[src/rtl/imem_loader_if.sv]
`default_nettype none
`timescale 1ns/1ps
// ============================================================================
// Module      : imem_loader_if
// Description : Bundle of the boot loader's control, byte-stream and
//               instruction-memory write signals.
//                 start       session request (one cycle)
//                 rx_valid    byte available on rx_data
//                 rx_data     image byte
//                 rx_ready    loader accepts a byte this cycle
//                 imem_we     one-cycle word write strobe
//                 imem_addr   word-aligned byte address of the write
//                 imem_wdata  word to write
//                 cpu_rst_n   active-low core reset
//                 busy/done/err  session status
//               master: the loader side. slave: byte source / memory / host.
// Revision    : 1.0 - initial release
// ============================================================================
interface imem_loader_if;
    logic        start;
    logic        rx_valid;
    logic [7:0]  rx_data;
    logic        rx_ready;
    logic        imem_we;
    logic [31:0] imem_addr;
    logic [31:0] imem_wdata;
    logic        cpu_rst_n;
    logic        busy;
    logic        done;
    logic        err;

    modport master (
        input  start, rx_valid, rx_data,
        output rx_ready, imem_we, imem_addr, imem_wdata,
        output cpu_rst_n, busy, done, err
    );

    modport slave (
        output start, rx_valid, rx_data,
        input  rx_ready, imem_we, imem_addr, imem_wdata,
        input  cpu_rst_n, busy, done, err
    );
endinterface
`default_nettype wire

[src/rtl/imem_loader.sv]
`default_nettype none
`timescale 1ns/1ps
// ============================================================================
// Module      : imem_loader
// Description : Byte-serial boot loader. Receives an image
//               (count lo, count hi, N little-endian words, XOR checksum),
//               writes the words to consecutive instruction-memory addresses
//               starting at BASE_ADDR and releases the core reset only when
//               the checksum over the data bytes matches.
// Ports       : clk    - system clock, rising edge
//               rst_n  - asynchronous active-low reset
//               bus    - imem_loader_if.master (start, rx_* stream,
//                        imem_* write port, cpu_rst_n, busy, done, err)
// Revision    : 1.0 - initial release
// ============================================================================
module imem_loader #(
    parameter int          ADDR_W      = 10,
    parameter logic [31:0] BASE_ADDR   = 32'h0000_0000,
    parameter bit          BOOT_BYPASS = 1'b0
) (
    input  wire logic          clk,
    input  wire logic          rst_n,
    imem_loader_if.master      bus
);

    typedef enum logic [2:0] {
        S_IDLE  = 3'd0,
        S_HDR0  = 3'd1,
        S_HDR1  = 3'd2,
        S_DATA  = 3'd3,
        S_WRITE = 3'd4,
        S_CSUM  = 3'd5,
        S_DONE  = 3'd6,
        S_ERR   = 3'd7
    } state_t;

    localparam state_t      C_RESET_STATE = BOOT_BYPASS ? S_DONE : S_IDLE;
    // Capacity in words; 33 bits so the compare stays valid for any ADDR_W.
    localparam logic [32:0] C_DEPTH       = 33'(1) << ADDR_W;

    state_t      state_q,      state_d;
    logic [15:0] count_q,      count_d;
    logic [15:0] word_idx_q,   word_idx_d;
    logic [1:0]  byte_idx_q,   byte_idx_d;
    logic [31:0] word_q,       word_d;
    logic [7:0]  xor_q,        xor_d;
    logic [31:0] imem_addr_q,  imem_addr_d;
    logic [31:0] imem_wdata_q, imem_wdata_d;

    logic        rx_ready_w;
    logic        handshake_w;
    logic [31:0] lane_word_w;
    logic [15:0] count_full_w;
    logic [15:0] word_idx_inc_w;

    // Status and strobes decode straight from the state register, so no
    // input ever reaches an output combinationally.
    assign rx_ready_w    = (state_q == S_HDR0) || (state_q == S_HDR1) ||
                           (state_q == S_DATA) || (state_q == S_CSUM);
    assign handshake_w   = bus.rx_valid && rx_ready_w;

    assign bus.rx_ready   = rx_ready_w;
    assign bus.imem_we    = (state_q == S_WRITE);
    assign bus.imem_addr  = imem_addr_q;
    assign bus.imem_wdata = imem_wdata_q;
    assign bus.cpu_rst_n  = (state_q == S_DONE);
    assign bus.done       = (state_q == S_DONE);
    assign bus.err        = (state_q == S_ERR);
    assign bus.busy       = rx_ready_w || (state_q == S_WRITE);

    always_comb begin
        lane_word_w = word_q;
        lane_word_w[{byte_idx_q, 3'b000} +: 8] = bus.rx_data;
    end

    assign count_full_w   = {bus.rx_data, count_q[7:0]};
    assign word_idx_inc_w = word_idx_q + 16'd1;

    always_comb begin
        state_d      = state_q;
        count_d      = count_q;
        word_idx_d   = word_idx_q;
        byte_idx_d   = byte_idx_q;
        word_d       = word_q;
        xor_d        = xor_q;
        imem_addr_d  = imem_addr_q;
        imem_wdata_d = imem_wdata_q;

        case (state_q)
            S_IDLE, S_DONE, S_ERR: begin
                if (bus.start) begin
                    state_d    = S_HDR0;
                    word_idx_d = 16'd0;
                    byte_idx_d = 2'd0;
                    xor_d      = 8'd0;
                end
            end

            S_HDR0: begin
                if (handshake_w) begin
                    count_d[7:0] = bus.rx_data;
                    state_d      = S_HDR1;
                end
            end

            S_HDR1: begin
                if (handshake_w) begin
                    count_d = count_full_w;
                    if ({17'd0, count_full_w} > C_DEPTH) begin
                        state_d = S_ERR;
                    end else if (count_full_w == 16'd0) begin
                        state_d = S_CSUM;
                    end else begin
                        state_d = S_DATA;
                    end
                end
            end

            S_DATA: begin
                if (handshake_w) begin
                    word_d     = lane_word_w;
                    xor_d      = xor_q ^ bus.rx_data;
                    byte_idx_d = byte_idx_q + 2'd1;
                    // The write port is loaded on the final byte so that the
                    // address and data are already stable during WRITE.
                    if (byte_idx_q == 2'd3) begin
                        state_d      = S_WRITE;
                        imem_addr_d  = BASE_ADDR + {14'd0, word_idx_q, 2'b00};
                        imem_wdata_d = lane_word_w;
                    end
                end
            end

            S_WRITE: begin
                word_idx_d = word_idx_inc_w;
                if (word_idx_inc_w == count_q) begin
                    state_d = S_CSUM;
                end else begin
                    state_d = S_DATA;
                end
            end

            S_CSUM: begin
                if (handshake_w) begin
                    state_d = (bus.rx_data == xor_q) ? S_DONE : S_ERR;
                end
            end

            default: begin
                state_d = C_RESET_STATE;
            end
        endcase
    end

    always_ff @(posedge clk or negedge rst_n) begin
        if (!rst_n) begin
            state_q      <= C_RESET_STATE;
            count_q      <= 16'd0;
            word_idx_q   <= 16'd0;
            byte_idx_q   <= 2'd0;
            word_q       <= 32'd0;
            xor_q        <= 8'd0;
            imem_addr_q  <= BASE_ADDR;
            imem_wdata_q <= 32'd0;
        end else begin
            state_q      <= state_d;
            count_q      <= count_d;
            word_idx_q   <= word_idx_d;
            byte_idx_q   <= byte_idx_d;
            word_q       <= word_d;
            xor_q        <= xor_d;
            imem_addr_q  <= imem_addr_d;
            imem_wdata_q <= imem_wdata_d;
        end
    end

endmodule
`default_nettype wire

[src/flat_wrapper.sv]
// flat-port wrapper written by rule: the top's interface ports become plain ports
module imem_loader_flat 
#(
    parameter int          ADDR_W      = 10,
    parameter logic [31:0] BASE_ADDR   = 32'h0000_0000,
    parameter bit          BOOT_BYPASS = 1'b0
)
  (clk, rst_n, bus_start, bus_rx_valid, bus_rx_data, bus_rx_ready, bus_imem_we, bus_imem_addr, bus_imem_wdata, bus_cpu_rst_n, bus_busy, bus_done, bus_err);
  imem_loader_if bus_i ();
  input  wire logic clk;
  input  wire logic rst_n;
  input wire logic [$bits(bus_i.start)-1:0] bus_start;
  input wire logic [$bits(bus_i.rx_valid)-1:0] bus_rx_valid;
  input wire logic [$bits(bus_i.rx_data)-1:0] bus_rx_data;
  output wire logic [$bits(bus_i.rx_ready)-1:0] bus_rx_ready;
  output wire logic [$bits(bus_i.imem_we)-1:0] bus_imem_we;
  output wire logic [$bits(bus_i.imem_addr)-1:0] bus_imem_addr;
  output wire logic [$bits(bus_i.imem_wdata)-1:0] bus_imem_wdata;
  output wire logic [$bits(bus_i.cpu_rst_n)-1:0] bus_cpu_rst_n;
  output wire logic [$bits(bus_i.busy)-1:0] bus_busy;
  output wire logic [$bits(bus_i.done)-1:0] bus_done;
  output wire logic [$bits(bus_i.err)-1:0] bus_err;
  assign bus_i.start = bus_start;
  assign bus_i.rx_valid = bus_rx_valid;
  assign bus_i.rx_data = bus_rx_data;
  assign bus_rx_ready = bus_i.rx_ready;
  assign bus_imem_we = bus_i.imem_we;
  assign bus_imem_addr = bus_i.imem_addr;
  assign bus_imem_wdata = bus_i.imem_wdata;
  assign bus_cpu_rst_n = bus_i.cpu_rst_n;
  assign bus_busy = bus_i.busy;
  assign bus_done = bus_i.done;
  assign bus_err = bus_i.err;
  imem_loader #(.ADDR_W(ADDR_W), .BASE_ADDR(BASE_ADDR), .BOOT_BYPASS(BOOT_BYPASS)) u_core (.clk(clk), .rst_n(rst_n), .bus(bus_i));
endmodule
[config.mk]
export PLATFORM = sky130hd
export DESIGN_NAME = imem_loader_flat
export DESIGN_NICKNAME = d
export VERILOG_FILES = /design/src/rtl/imem_loader_if.sv /design/src/rtl/imem_loader.sv /design/src/flat_wrapper.sv
export SDC_FILE = /design/constraint.sdc
export NUM_CORES = 1
export LEC_CHECK = 0
export CAP_MARGIN = 20
export CORE_UTILIZATION = 44
export DETAILED_ROUTE_END_ITERATION = 10
export PLACE_DENSITY_LB_ADDON = 0.05
export RECOVER_POWER = 100
export SKIP_LAST_GASP = 1
export SYNTH_ARGS = -nofsm -noshare
export SYNTH_HDL_FRONTEND = slang
export SYNTH_SLANG_ARGS = --single-unit
export TNS_END_PERCENT = 10
[constraint.sdc]
create_clock -name clk -period 3.05 [get_ports clk]
set_input_delay 0.4575 -clock clk [delete_from_list [all_inputs] [get_ports clk]]
set_output_delay 0.4575 -clock clk [all_outputs]
set_load 0.005 [all_outputs]
==> reports/qor_table.md <==
| Quantity | This run |
| --- | --- |
| Slowest stage delay, CP | 0.52 ns |
| Worst setup path category | reg -> out |
| Worst-path clk slew | 0.05 ns |
| Slew at the pin closest to its max-slew limit | 2.24 ns |
| Destination of the worst register-to-register timing path | u_core.bus.imem_addr[4]$_DFFE_PN0P_ |
| Antenna violations before repair | 0 |
| Syn_area_per_cell | 9.88 µm² |
| Main area contributors after synthesis | sky130_fd_sc_hd__dfrtp_1 50%, sky130_fd_sc_hd__o21ai_0 6.8%, sky130_fd_sc_hd__mux2_2 5.2% |
| Tightest Hold Check Type | reg -> reg |
| Buf+Inv Stages, Crit Path | 2 |
| I/O Buffers | 65 |
| Number of cells produced by synthesis | 632 |
| Number of design rule violations left after detail routing | 0 |
| Clock tree from TritonCTS | done |
| Count of TritonRoute iterations in the first routing pass | 5 |
| Number of antenna repair diodes | 0 |
| Avg WL per Cell | 16.7 µm |
| YS warnings | 0 |
| TritonCTS buffer count | 17 |
| Final setup violating endpoints | 0 |
| Most area-hungry cell type in the Yosys netlist | sky130_fd_sc_hd__dfrtp_1 |
| Required time worst endpoint | 2.59 ns |
| Unrepaired setup endpoints after global routing | no |
| Post-Layout Inst Area | 7530 µm² |
| End of the worst hold path | u_core.bus.imem_addr[9]$_DFFE_PN0P_ |
| Slowest-stage cell, CP | sky130_fd_sc_hd__dfrtp_1 |
| Setup crit end kind | primary output |
| Dpl hpwl | 10.0 mm |
| I/O pin cnt | 82 |
| Slew Limit Fails | 38 |
| Final WL | 14.7 mm |
| Number of setup buffers added after CTS | 0 |
| Global-route wire length before repair | 24.4 mm |
| Via count | 4,813 |
| Cell chosen for the clock root | sky130_fd_sc_hd__clkbuf_16 |
| Maximum Capacitance Violations | 1 |
| Logic depth of the worst register-to-register path | 5 |
| Final critical path time including I/O delays and setup | 2.71 ns |
| Setup WS post-layout | 0.340 ns |
| Crit-path max FO | 17 |
| Count of flip-flops with a built-in enable after synthesis | 0 |
| Net total in the final layout | 707 |
| Number of buffers inserted for hold repair after clock tree synthesis | 0 |
| Count of routing violations after the opening detailed-route iteration | 337 |
| Post-synthesis register bit count | 125 |
| Hold-critical path depth | 2 |
| Number of nets with antenna violations after detailed routing | 0 |
| Total number of placement rows | 43 |
| DIE WIDTH | 121 µm |
| Core utilization of the finished layout | 54.3% |
| Total track usage | 22.0% |
| Fmax | 369 MHz |
| Layout area overhead | 20.7% |
| Combined area of all synthesized cells | 6240 µm² |
| Final clock skew | 0.00895 ns |
| Number of distinct library cell variants in the gate-level netlist after synthesis | 56 |
| DP Worst Slack | 0.415 ns |
| Dominant delay contributor by cell family on the critical path | buffers and inverters |
| CTS max path bufs | 2 |
| Initial cell density of the core | 45.0% |
| Area inside the core boundary | 13,900 µm² |
| Clock latency reported for the late side of the worst-skew pair | 0.42 ns |
| Vias in the first global route | 4,720 |
| Violations in the final reports | capacitance limit, slew limit |
| Total power | 5470 µW |
| Maximum number of pins on one net before global-route repair | 84 |
| Pleak | 0.00344 µW |
| Total clock sinks | 125 |
| Launching point of the worst reg2reg path | u_core.state_q[0]$_DFFE_PN0P_ |
| Die Area | 14,700 µm² |
| Share of final-layout standard cells stronger than drive strength 1 | 11.1% |
| Via/cell ratio | 5.47 |
| Share of synthesized flip-flops with an asynchronous set or reset | 100% |
| Cts repair resizes | 0 |
| Placer's final routability congestion estimate | 0.932 |
| Portion of the post-synthesis area used by sequential elements | 50.1% |
| Ordered cell list for the critical path | nor2_1, nand2_1, inv_1, clkdlybuf4s50_1 |
| Final count of hold timing violations | 0 |
| Result of the run | finished with violations |
| Sum of negative setup slack | 0 ns |
| Maximum vdd drop | 0.351 mV |
| Area after detailed placement | 7030 µm² |
| Remaining global-route overflow | 0 |
| HP Start | u_core.bus.imem_addr[9]$_DFFE_PN0P_ |
| Vert. Die Dim | 121 µm |
| Share of Yosys cell area claimed by the top area cell type | 50.1% |
| Pwr per Cell Area | 726 nW/µm² |
| Fin crit share | 88.9% |
| Reg-to-reg slack, setup | 0.37 ns |
| Data arrival time of the critical path | 2.25 ns |
| Max transition margin | -49.6% |
| Top FF cell, synth | sky130_fd_sc_hd__dfrtp_1 |
| Startpoint class of the critical path | flop |
| Htree depth | 4 |
==> sequential cells by signal, indices dropped and copies added (netlist names) <==
name / count
u_core.count_q: 16
u_core.bus.imem_wdata: 32
u_core.state_q: 3
u_core.word_idx_q: 16
u_core.bus.imem_addr: 16
u_core.xor_q: 8
u_core.word_q: 32
u_core.byte_idx_q: 2
==> worst min-delay path: cells and delay by family (launching register included) <==
family           cells  cell delay (ns)
AO/OA/AOI/OAI        1             0.06
flip-flops           1             0.33
AND/OR/NAND/NOR      1             0.04
==> power breakdown <==
| part | leakage [µW] | switching (µW) | internal, µW |
|---|---|---|---|
| Sequential | 0.00169 | 286 | 1920 |
| Combinational | 0.00147 | 731 | 636 |
| Clock | 0.000276 | 701 | 1190 |
| Total | 0.00344 | 1720 | 3750 |
==> synth_stat cells, drive strengths merged (2+ instances only) <==
cell type	number
or4	3
dfrtp	125
a21oi	39
o21ai	85
a21o	2
xor2	5
nor4b	2
a22o	34
buf	25
xnor2	23
nor3	9
nand3	10
nor3b	4
a31oi	3
ha	7
and4	2
and3	8
or3	2
nand2	70
mux2	29
nor2	25
nor2b	37
a211oi	2
clkbuf	36
inv	9
nor4	5
o31ai	4
nor4bb	2
nand4	5
and2	4
==> layout by cell type (no fill, tap or decap), types with 9 or more instances in the layout <==
master and instances:
sky130_fd_sc_hd__nand2_1 69, sky130_fd_sc_hd__clkdlybuf4s50_1 11, sky130_fd_sc_hd__a21oi_1 39, sky130_fd_sc_hd__clkbuf_16 17
sky130_fd_sc_hd__nor2_1 25, sky130_fd_sc_hd__mux2_2 29, sky130_fd_sc_hd__a22o_1 34, sky130_fd_sc_hd__o21ai_0 85
sky130_fd_sc_hd__nor2b_1 37, sky130_fd_sc_hd__dfrtp_1 125, sky130_fd_sc_hd__nor3_1 9, sky130_fd_sc_hd__buf_4 10
sky130_fd_sc_hd__dlygate4sd3_1 53, sky130_fd_sc_hd__xnor2_1 23, sky130_fd_sc_hd__conb_1 16, sky130_fd_sc_hd__inv_1 9
sky130_fd_sc_hd__nand3_1 9
==> logic make-up after synthesis <==
family          count (synthesis)  synth area share [%]
fa+ha+maj                       7                  1.40
buf+inv                        70                  5.45
xor+xnor                       28                  3.93
flops                         125                  50.1
mux                            30                  5.39
compound gates                182                  17.7
other cells                     1                0.0601
simple gates                  189                  16.0
==> routing by layer <==
| metal | share of wire, % | routed length (µm) | vias up | GRT usage [%] |
|---|---|---|---|---|
| met4 | 1.6 | 238 | 0 | 7.33 |
| met3 | 3.2 | 467 | 19 | 5.83 |
| met5 | 0 | 0 | - | 0 |
| met1 | 45 | 6580 | 2373 | 27.6 |
| li1 | - | - | 2309 | - |
| met2 | 50 | 7390 | 112 | 36.6 |
==> cell type report <==
cell class | count | area, µm²
fillers | 1241 | 6350
flip-flops and latches | 125 | 3130
multi-input cells | 452 | 2820
repair buffers | 83 | 769
clock buffers | 24 | 492
well taps | 180 | 225
clock inverters | 7 | 62.6
inverters | 9 | 33.8
==> stage by stage <==
| step | hold slack (ns) | std cells |
|---|---|---|
| 2_1_floorplan | 0.162 | 647 |
| 3_3_place_gp | 0.467 | 849 |
| 3_5_place_dp | 0.474 | 849 |
| 4_1_cts | 0.0283 | 880 |
| 5_1_grt | 0.503 | 880 |
| 6_report | 0.473 | 880 |
==> how the worst max path moves through the flow <==
stage	slack, ns	startpoint	depth (start not counted)	to
global route	0.08	u_core.state_q[1]$_DFFE_PN0P_	8	u_core.word_idx_q[10]$_DFFE_PN0P_
global placement	0.41	bus_rx_data[0]	7	u_core.state_q[1]$_DFFE_PN0P_
finish	0.34	u_core.state_q[1]$_DFFE_PN0P_	4	bus_imem_we
detailed placement	0.42	bus_rx_data[0]	7	u_core.state_q[1]$_DFFE_PN0P_
CTS	0.30	u_core.state_q[1]$_DFFE_PN0P_	4	bus_imem_we
floorplan	0.80	u_core.word_idx_q[0]$_DFFE_PN0P_	8	u_core.state_q[1]$_DFFE_PN0P_
Power figures use the tool's default switching activity.
